**src/rtl/pe_mac_lanes.sv**
```systemverilog
// Multi-lane MAC processing element: broadcast activation, per-lane weights, shift-and-narrow output.
// Optional PE_SAT_EN: saturating accumulators, clamped narrowing and per-lane overflow flags.
module pe_mac_lanes #(
    parameter int DW    = 8,
    parameter int ACC_W = 20,
    parameter int OUT_W = 8,
    parameter int LANES = 4,
    parameter int CNT_W = 8,
    parameter int SHIFT = 0
) (
    input  logic                   clk,
    input  logic                   rst,
    input  logic                   start,
    input  logic [CNT_W-1:0]       len,
    output logic                   busy,
    input  logic                   in_valid,
    output logic                   in_ready,
    input  logic [DW-1:0]          in_act,
    input  logic [LANES*DW-1:0]    in_flt,
    output logic                   out_valid,
    input  logic                   out_ready,
    output logic [LANES*OUT_W-1:0] out_data,
    output logic [LANES-1:0]       out_ovf
);

    typedef enum logic [1:0] {IDLE, ACC, DONE} state_t;

    state_t           state;
    logic [CNT_W-1:0] cnt;
    logic [CNT_W-1:0] cnt_nx;
    logic [CNT_W-1:0] len_q;
    logic [ACC_W-1:0] acc    [LANES];
    logic [ACC_W-1:0] acc_nx [LANES];
    logic [2*DW-1:0]  prod   [LANES];

    logic [LANES*OUT_W-1:0] res_data;
    logic [LANES-1:0]       res_ovf;

    assign busy      = (state != IDLE);
    assign in_ready  = (state == ACC);
    assign out_valid = (state == DONE);
    assign cnt_nx    = cnt + 1'b1;

`ifdef PE_SAT_EN
    logic [ACC_W:0]   sum [LANES];
    logic [ACC_W-1:0] r   [LANES];

    // A saturated accumulator stays at all-ones: any further add carries out.
    always_comb begin
        res_data = '0;
        res_ovf  = '0;
        for (int i = 0; i < LANES; i++) begin
            prod[i] = {{DW{1'b0}}, in_act} * {{DW{1'b0}}, in_flt[i*DW +: DW]};
            sum[i]  = {1'b0, acc[i]} + {{(ACC_W+1-2*DW){1'b0}}, prod[i]};
            acc_nx[i] = sum[i][ACC_W] ? '1 : sum[i][ACC_W-1:0];
            r[i] = acc_nx[i] >> SHIFT;
            res_ovf[i] = (|r[i][ACC_W-1:OUT_W]) | (&acc_nx[i]);
            res_data[i*OUT_W +: OUT_W] = res_ovf[i] ? '1 : r[i][OUT_W-1:0];
        end
    end
`else
    always_comb begin
        res_data = '0;
        res_ovf  = '0;
        for (int i = 0; i < LANES; i++) begin
            prod[i] = {{DW{1'b0}}, in_act} * {{DW{1'b0}}, in_flt[i*DW +: DW]};
            acc_nx[i] = acc[i] + {{(ACC_W-2*DW){1'b0}}, prod[i]};
            res_data[i*OUT_W +: OUT_W] = OUT_W'(acc_nx[i] >> SHIFT);
        end
    end
`endif

    always_ff @(posedge clk or posedge rst) begin
        if (rst) begin
            state    <= IDLE;
            cnt      <= '0;
            len_q    <= '0;
            out_data <= '0;
            out_ovf  <= '0;
            for (int i = 0; i < LANES; i++) acc[i] <= '0;
        end else begin
            unique case (state)
                IDLE: begin
                    if (start) begin
                        len_q <= len;
                        cnt   <= '0;
                        for (int i = 0; i < LANES; i++) acc[i] <= '0;
                        if (len != '0) begin
                            state <= ACC;
                        end else begin
                            out_data <= '0;
                            out_ovf  <= '0;
                            state    <= DONE;
                        end
                    end
                end
                ACC: begin
                    if (in_valid) begin
                        cnt <= cnt_nx;
                        for (int i = 0; i < LANES; i++) acc[i] <= acc_nx[i];
                        if (cnt_nx == len_q) begin
                            out_data <= res_data;
                            out_ovf  <= res_ovf;
                            state    <= DONE;
                        end
                    end
                end
                DONE: begin
                    if (out_ready) state <= IDLE;
                end
                default: state <= IDLE;
            endcase
        end
    end

endmodule
```
**config.mk**
```make
export PLATFORM = sky130hd
export DESIGN_NAME = pe_mac_lanes
export DESIGN_NICKNAME = d
export VERILOG_FILES = /design/src/rtl/pe_mac_lanes.sv
export SDC_FILE = /design/constraint.sdc
export NUM_CORES = 1
export LEC_CHECK = 0
export BUFFER_PORTS_ARGS = -buffer_cell sky130_fd_sc_hd__buf_2
export CAP_MARGIN = 5
export CORE_ASPECT_RATIO = 1.25
export CORE_MARGIN = 5
export CORE_UTILIZATION = 36
export DETAILED_ROUTE_END_ITERATION = 12
export PLACE_DENSITY = 0.53
export SLEW_MARGIN = 5
export SYNTH_ARGS = -nofsm -noshare
export SYNTH_HDL_FRONTEND = slang
export SYNTH_SLANG_ARGS = --single-unit
```
**constraint.sdc**
```tcl
create_clock -name clk -period 9.7 [get_ports clk]
set_input_delay 2.91 -clock clk [delete_from_list [all_inputs] [get_ports clk]]
set_output_delay 2.91 -clock clk [all_outputs]
set_load 0.005 [all_outputs]
```
==> metrics.txt, run 1 <==
CTS Buf Count=9; CP Max Fanout=20; fmax=0.140 GHz; DRC viols=0; total track usage=0.155; met1 usage=0.207; ys async rst share=1.00; Die Span X=144 um; Starting Density=0.364; Syn Inst Count=between 800 and 900; First-pass DRT Iterations=4; CP Cell Sequence=buf_2, nand2_1, fa_1, inv_1, fa_1, ha_1, inv_1, fa_1, inv_1, fa_1, a21o_1, a21oi_1, xnor3_1, xnor3_1, nor2_1, mux2_4; Fin. Hold Viols=0; final setup fails=0; layout cells sized above 1=0.176; met3 Usage GRT=0.0276; reg2reg setup slack=approximately 5.2 ns; HPWL after DPL=~14000 um; H-tree depth=3; number of synthesis warnings=0; Post-CTS Setup Bufs=0; setup_tns=0 ns; Critical path origin=in_act[3]; initial antenna violation count=3; Filler Cell Count=2260; Max VDD drop=172 uV; post-synthesis cell type count=45; Worst-Margin Slew=0.848 ns; crit path time final=7.15 ns; largest delay contributor family on the critical path=adder cells; worst skew pair latency=between 0.3 and 0.4 ns; ANT nets after route=0; DIE HEIGHT=approximately 180 um; area grow syn2layout=12.2%; Worst Setup Start Kind=input port; number of global-route vias before repair=5938; status=finished, final reports clean; met2 Use GR=0.261; pre-CTS WS=approximately 2.2 ns; initial DRC count=approximately 150; total power=3.09 mW; kind of path behind the tightest hold check=reg -> reg; r2r endpoint=out_data[7]; unrepaired setup endpoints after global routing=no; CTS Buffer Depth=2; Crit. path cell count=16; r2r startpoint=acc[64]; period utilization=0.737; buffers added on ports=87; grt total ovfl=0; core area=between 20000 and 25000 sq um; Worst Reg-to-Reg Cells=15; largest net degree at the start of global routing=64; post-synthesis sequential area ratio=0.255; Final GP Congestion=0.806; Leakage=about 5 nW; commonest cells after routing, fill and taps aside=inv_1, nand2_1, buf_2; CP endpoint kind=flip-flop; synthesis-stage register bit count=between 80 and 90; crit path max-delay cell type=fa_1; # diodes=0; row cnt=about 60; CTS Sinks=82; PnR worst setup slack=2.55 ns; first-pass GRT wire length=30900 um; Synth Area per Inst=about 9.8 sq um; Vias=5474; CTS hold repair buffers=0; die area=roughly 25000 sq um; CTS tree=yes; kind of critical path=in -> reg; clock slew at the register clock pins of the worst setup and hold paths=0.06 ns; most used cell, CP=fa_1; Slew headroom=0.435; busiest layer in global routing=met2; top_reg_cell synth=dfrtp_1; Post-synth EDFFs=0; worst path arrival time=around 7.4 ns; crit path capture=out_data[7]; CP required=9.93 ns; CP bufs+invs=4; synthesized area=8050 sq um; max-slew violation count=0; DR WL/cell=between 15 and 20 um; final WL=about 18000 um; most common cell after layout, fill and taps aside=inv_1; num ports=approximately 90; clock root cell=clkbuf_16; vias per cell=4.64; critical path's largest stage delay=~0.53 ns; nets@finish=between 1000 and 1500; Setup Skew=0.00733 ns; PD cells=between 300 and 400 nW/um^2; Max-Cap Viols=0; post_cts resized=0; hold_ws=between 0.4 and 0.5 ns
worst reg2reg max path: stages (launching register included):
cell and delay, ns:
dfrtp_1 0.35, inv_1 0.07, fa_1 0.53, inv_1 0.05, fa_1 0.45, ha_1 0.29, inv_1 0.05, fa_1 0.53
inv_1 0.07, fa_1 0.46, a21o_1 0.19, a21oi_1 0.18, xnor3_1 0.41, xnor3_1 0.39, nor2_1 0.05, mux2_4 0.28
cells in the mapped netlist (all sizes together) (12+ instances only):
master / instances / area [sq um]
a22o: 20 / 175
xnor2: 55 / 482
ha: 69 / 863
nor2: 16 / 60.1
o21ai: 14 / 70.1
and2: 70 / 438
fa: 72 / 1440
clkbuf: 27 / 101
inv: 161 / 604
dfrtp: 82 / 2050
nand2: 110 / 413
xor2: 12 / 105
mux2: 42 / 574
sequential cells by signal, summed over array words and instances (netlist names):
register / cells
out_data: 32
len_q: 8
state: 2
acc: 32
cnt: 8
per-layer routing:
layer	up-vias	wire, um
met4	6	248
li1	2691	-
met2	82	9060
met3	22	685
met5	-	34
met1	2673	8320
cells by family after synthesis:
kind of cell,share of synthesized area
simple gates,0.129
buf+inv,0.0970
fa+ha+maj,0.286
flops,0.255
xor+xnor,0.0953
compound gates,0.0620
mux,0.0751
other cells,0.000466
report_power, final:
part	leakage [nW]	internal (mW)	total (mW)	switching [mW]
combinational	3.70	1.08	2.11	1.03
clock	0.151	0.223	0.362	0.140
sequential	1.02	0.510	0.616	0.106
total	4.88	1.81	3.09	1.28
metrics by stage:
stage                     cells  utilization  cell area, sq um
final                      1180        0.408              9030
after global placement     1165        0.394              8720
after global routing       1180        0.408              9030
after detailed placement   1165        0.394              8720
after CTS                  1180        0.408              9030
after floorplan             826            -              8060
worst min-delay path by stage:
| stage | depth (start not counted) | end | from |
|---|---|---|---|
| after floorplan | 2 | acc[26] | acc[26] |
| after global placement | 2 | acc[46] | acc[46] |
| after detailed placement | 2 | acc[46] | acc[46] |
| after CTS | 2 | acc[46] | acc[46] |
| after global routing | 1 | out_data[25] | out_data[25] |
| final | 2 | acc[46] | acc[46] |
cell type report:
cell class	instances	area [sq um]	share of cell area
multi-input combinational	547	5240	0.580
clock inverter	6	82.6	0.00915
inverter	161	606	0.0671
tap	283	354	0.0392
timing repair buffer	92	473	0.0524
sequential	82	2050	0.227
clock buffer	9	225	0.0249
No activity file was read; power rests on OpenSTA's default activity.
==> inputs of run 2 (changes only) <==
--- a/config.mk
+++ b/config.mk
@@ -11,7 +11,7 @@
 export CORE_MARGIN = 5
 export CORE_UTILIZATION = 36
 export DETAILED_ROUTE_END_ITERATION = 12
-export PLACE_DENSITY = 0.53
+export PLACE_DENSITY = 0.55
 export SLEW_MARGIN = 5
 export SYNTH_ARGS = -nofsm -noshare
 export SYNTH_HDL_FRONTEND = slang
==> constraint.sdc (replaced) <==
create_clock -name clk -period 6.5 [get_ports clk]
set_input_delay 1.95 -clock clk [delete_from_list [all_inputs] [get_ports clk]]
set_output_delay 1.95 -clock clk [all_outputs]
set_load 0.005 [all_outputs]
==> run 2 against run 1 <==
Register-to-register slack worse by 3.2 ns. Final area rose by 1.2%. Clock power up 48%. Clock-buffer cell count up 2. Sequential power is 49% higher. Via count rose by 1.6%. Final cell count rose by 1.0%. Die area did not move. Critical path depth grew 1. Largest cell class unchanged.
==> metrics.txt, run 2 (synthesized netlist as in run 1, its figures left out) <==
status=finished, final reports clean; CTS hold repair buffers=0 (unchanged); leading registers by flop count=acc x32, out_data x32; DRC viols=0 (unchanged); First-pass DRT Iterations=4 (unchanged); Cell Count Post-Placement=1176 (+0.94%); max-slew violation count=0 (unchanged); total power=4.63 mW (+50%); worst path arrival time=6.26 ns (-1.12 ns); reg2reg setup slack=2.02 ns (-3.20 ns); Fin. Hold Viols=0 (unchanged); Vias=5559 (+1.6%); grt total ovfl=0 (unchanged); clock slew at the register clock pins of the worst setup and hold paths=0.07 ns (about the same); CTS Sinks=82 (unchanged); commonest cells after routing, fill and taps aside=inv_1, nand2_1, buf_2; HPWL after DPL=14500 um (+5.1%); Worst Hold End=acc[46]; r2r endpoint=out_data[31]; CP endpoint kind=flip-flop; core area=22100 sq um (unchanged); final WL=18800 um (+2.2%); Cell Count, Final, Fillers Out=1192 (+1.0%); Min-Delay Startpoint=acc[46]; CP Max Fanout=10 (-50%); row cnt=61 (unchanged); kind of critical path=in -> reg; DR WL/cell=15.7 um (+1.2%); Final GP Congestion=0.795 (-1.4%); r2r startpoint=acc[4]; clock root cell=clkbuf_16; Slew headroom=0.205 (-0.229); layout cells sized above 1=0.186 (+0.00978); Max-Cap Viols=0 (unchanged); number of global-route vias before repair=6094 (+2.6%); PnR worst setup slack=0.472 ns (-2.08 ns); Worst Setup Start Kind=input port; buffers added on ports=87 (unchanged); period utilization=0.927; Post-CTS Setup Bufs=0 (unchanged); H-tree depth=3 (unchanged); PD cells=507 nW/um^2 (+48%); CP bufs+invs=5 (+1); most common cell after layout, fill and taps aside=inv_1; Hold Path Cell Cnt=2 (unchanged); first-pass GRT wire length=31100 um (+0.76%); num ports=92 (unchanged); CTS tree=yes; largest net degree at the start of global routing=47 (-27%); Starting Density=0.364 (unchanged); Die Span X=144 um (unchanged); final setup fails=0 (unchanged); ANT nets after route=0 (unchanged); # diodes=0 (unchanged); unrepaired setup endpoints after global routing=no; Max VDD drop=183 uV (+6.6%); largest delay contributor family on the critical path=adder cells; crit path max-delay cell type=fa_1; CTS Buffer Depth=2 (unchanged); Setup Skew=0.00836 ns (+0.00104 ns); CTS Buf Count=9 (unchanged); Leakage=4.93 nW (+1.1%); initial antenna violation count=3 (unchanged); most used cell, CP=fa_1; area grow syn2layout=13.5%; fmax=0.166 GHz; Worst Reg-to-Reg Cells=15 (unchanged); Worst-Margin Slew=1.19 ns (+0.339 ns); kind of path behind the tightest hold check=reg -> reg; post_cts resized=0 (unchanged); initial DRC count=157 (+4.0%); setup_tns=0 ns (unchanged); pre-CTS WS=0.0775 ns (-2.08 ns); critical path's largest stage delay=0.54 ns (about the same); vias per cell=4.66 (+0.53%); CP Cell Sequence=buf_2, buf_12, nand2_1, fa_1, inv_1, fa_1, ha_1, inv_1, fa_1, inv_1, fa_1, a21o_1, a21oi_1, xnor3_1, xnor3_1, nor2_1, mux2_4; CP required=6.73 ns (-3.20 ns); crit path time final=approximately 6 ns; worst skew pair latency=0.35 ns (about the same); post-layout util=0.413 (+0.00475); die area=25500 sq um (unchanged); nets@finish=1098 (+1.0%); total track usage=0.156 (+0.000984); DIE HEIGHT=177 um (unchanged)
-- run 2: changes by cell type in the layout (fill, tap and decap cells not counted), sizes merged --
cell	change
bufinv	-1
buf	+11
clkinv	-2
clkinvlp	+1
inv	+1
clkbuf	+2
-- run 2: cell type report --
| cell class | count | area, sq um |
|---|---|---|
| multi-input cells | 547 | 5240 |
| clock inverters | 5 | 62.6 |
| inverters | 161 | 606 |
| well taps | 283 | 354 |
| clock buffers | 11 | 243 |
| repair buffers | 103 | 581 |
| flip-flops and latches | 82 | 2050 |
| fillers | 2234 | 13000 |
-- run 2: tightest hold or removal path: cells and delay by family (launching register included) --
family,cells,cell delay (ns)
AND/OR/NAND/NOR,1,0.05
flip-flops,1,0.35
AO/OA/AOI/OAI,1,0.06
-- run 2: stage by stage --
stage               hold slack [ns]  area [sq um]
floorplan                     0.450          8060
global placement              0.471          8830
detailed placement            0.475          8830
CTS                           0.490          9140
global route                  0.513          9140
finish                        0.489          9140
-- run 2: worst max path at each step --
| stage | startpoint | end | slack, ns | depth (start not counted) |
|---|---|---|---|---|
| 2_1_floorplan | in_act[3] | out_data[15] | 0.06 | 17 |
| 6_report | in_act[3] | out_data[23] | 0.47 | 17 |
| 3_3_place_gp | in_act[3] | out_data[7] | 0.13 | 16 |
| 4_1_cts | in_act[3] | out_data[23] | 0.45 | 17 |
| 3_5_place_dp | in_act[3] | out_data[23] | 0.08 | 17 |
| 5_1_grt | in_act[3] | out_data[15] | 0.23 | 17 |
-- run 2: per-layer routing --
metal,wire length (um),part of all wire,GRT usage
met1,8250,0.44,0.198
met3,733,0.039,0.0246
met4,407,0.022,0.0518
met5,29,0.0015,0
met2,9340,0.50,0.270
-- run 2: report_power, final --
| group | leakage [nW] | internal [mW] | switching (mW) | total [mW] |
|---|---|---|---|---|
| clock | 0.142 | 0.311 | 0.223 | 0.534 |
| combinational | 3.76 | 1.62 | 1.57 | 3.18 |
| sequential | 1.02 | 0.761 | 0.157 | 0.918 |
| total | 4.93 | 2.69 | 1.95 | 4.63 |
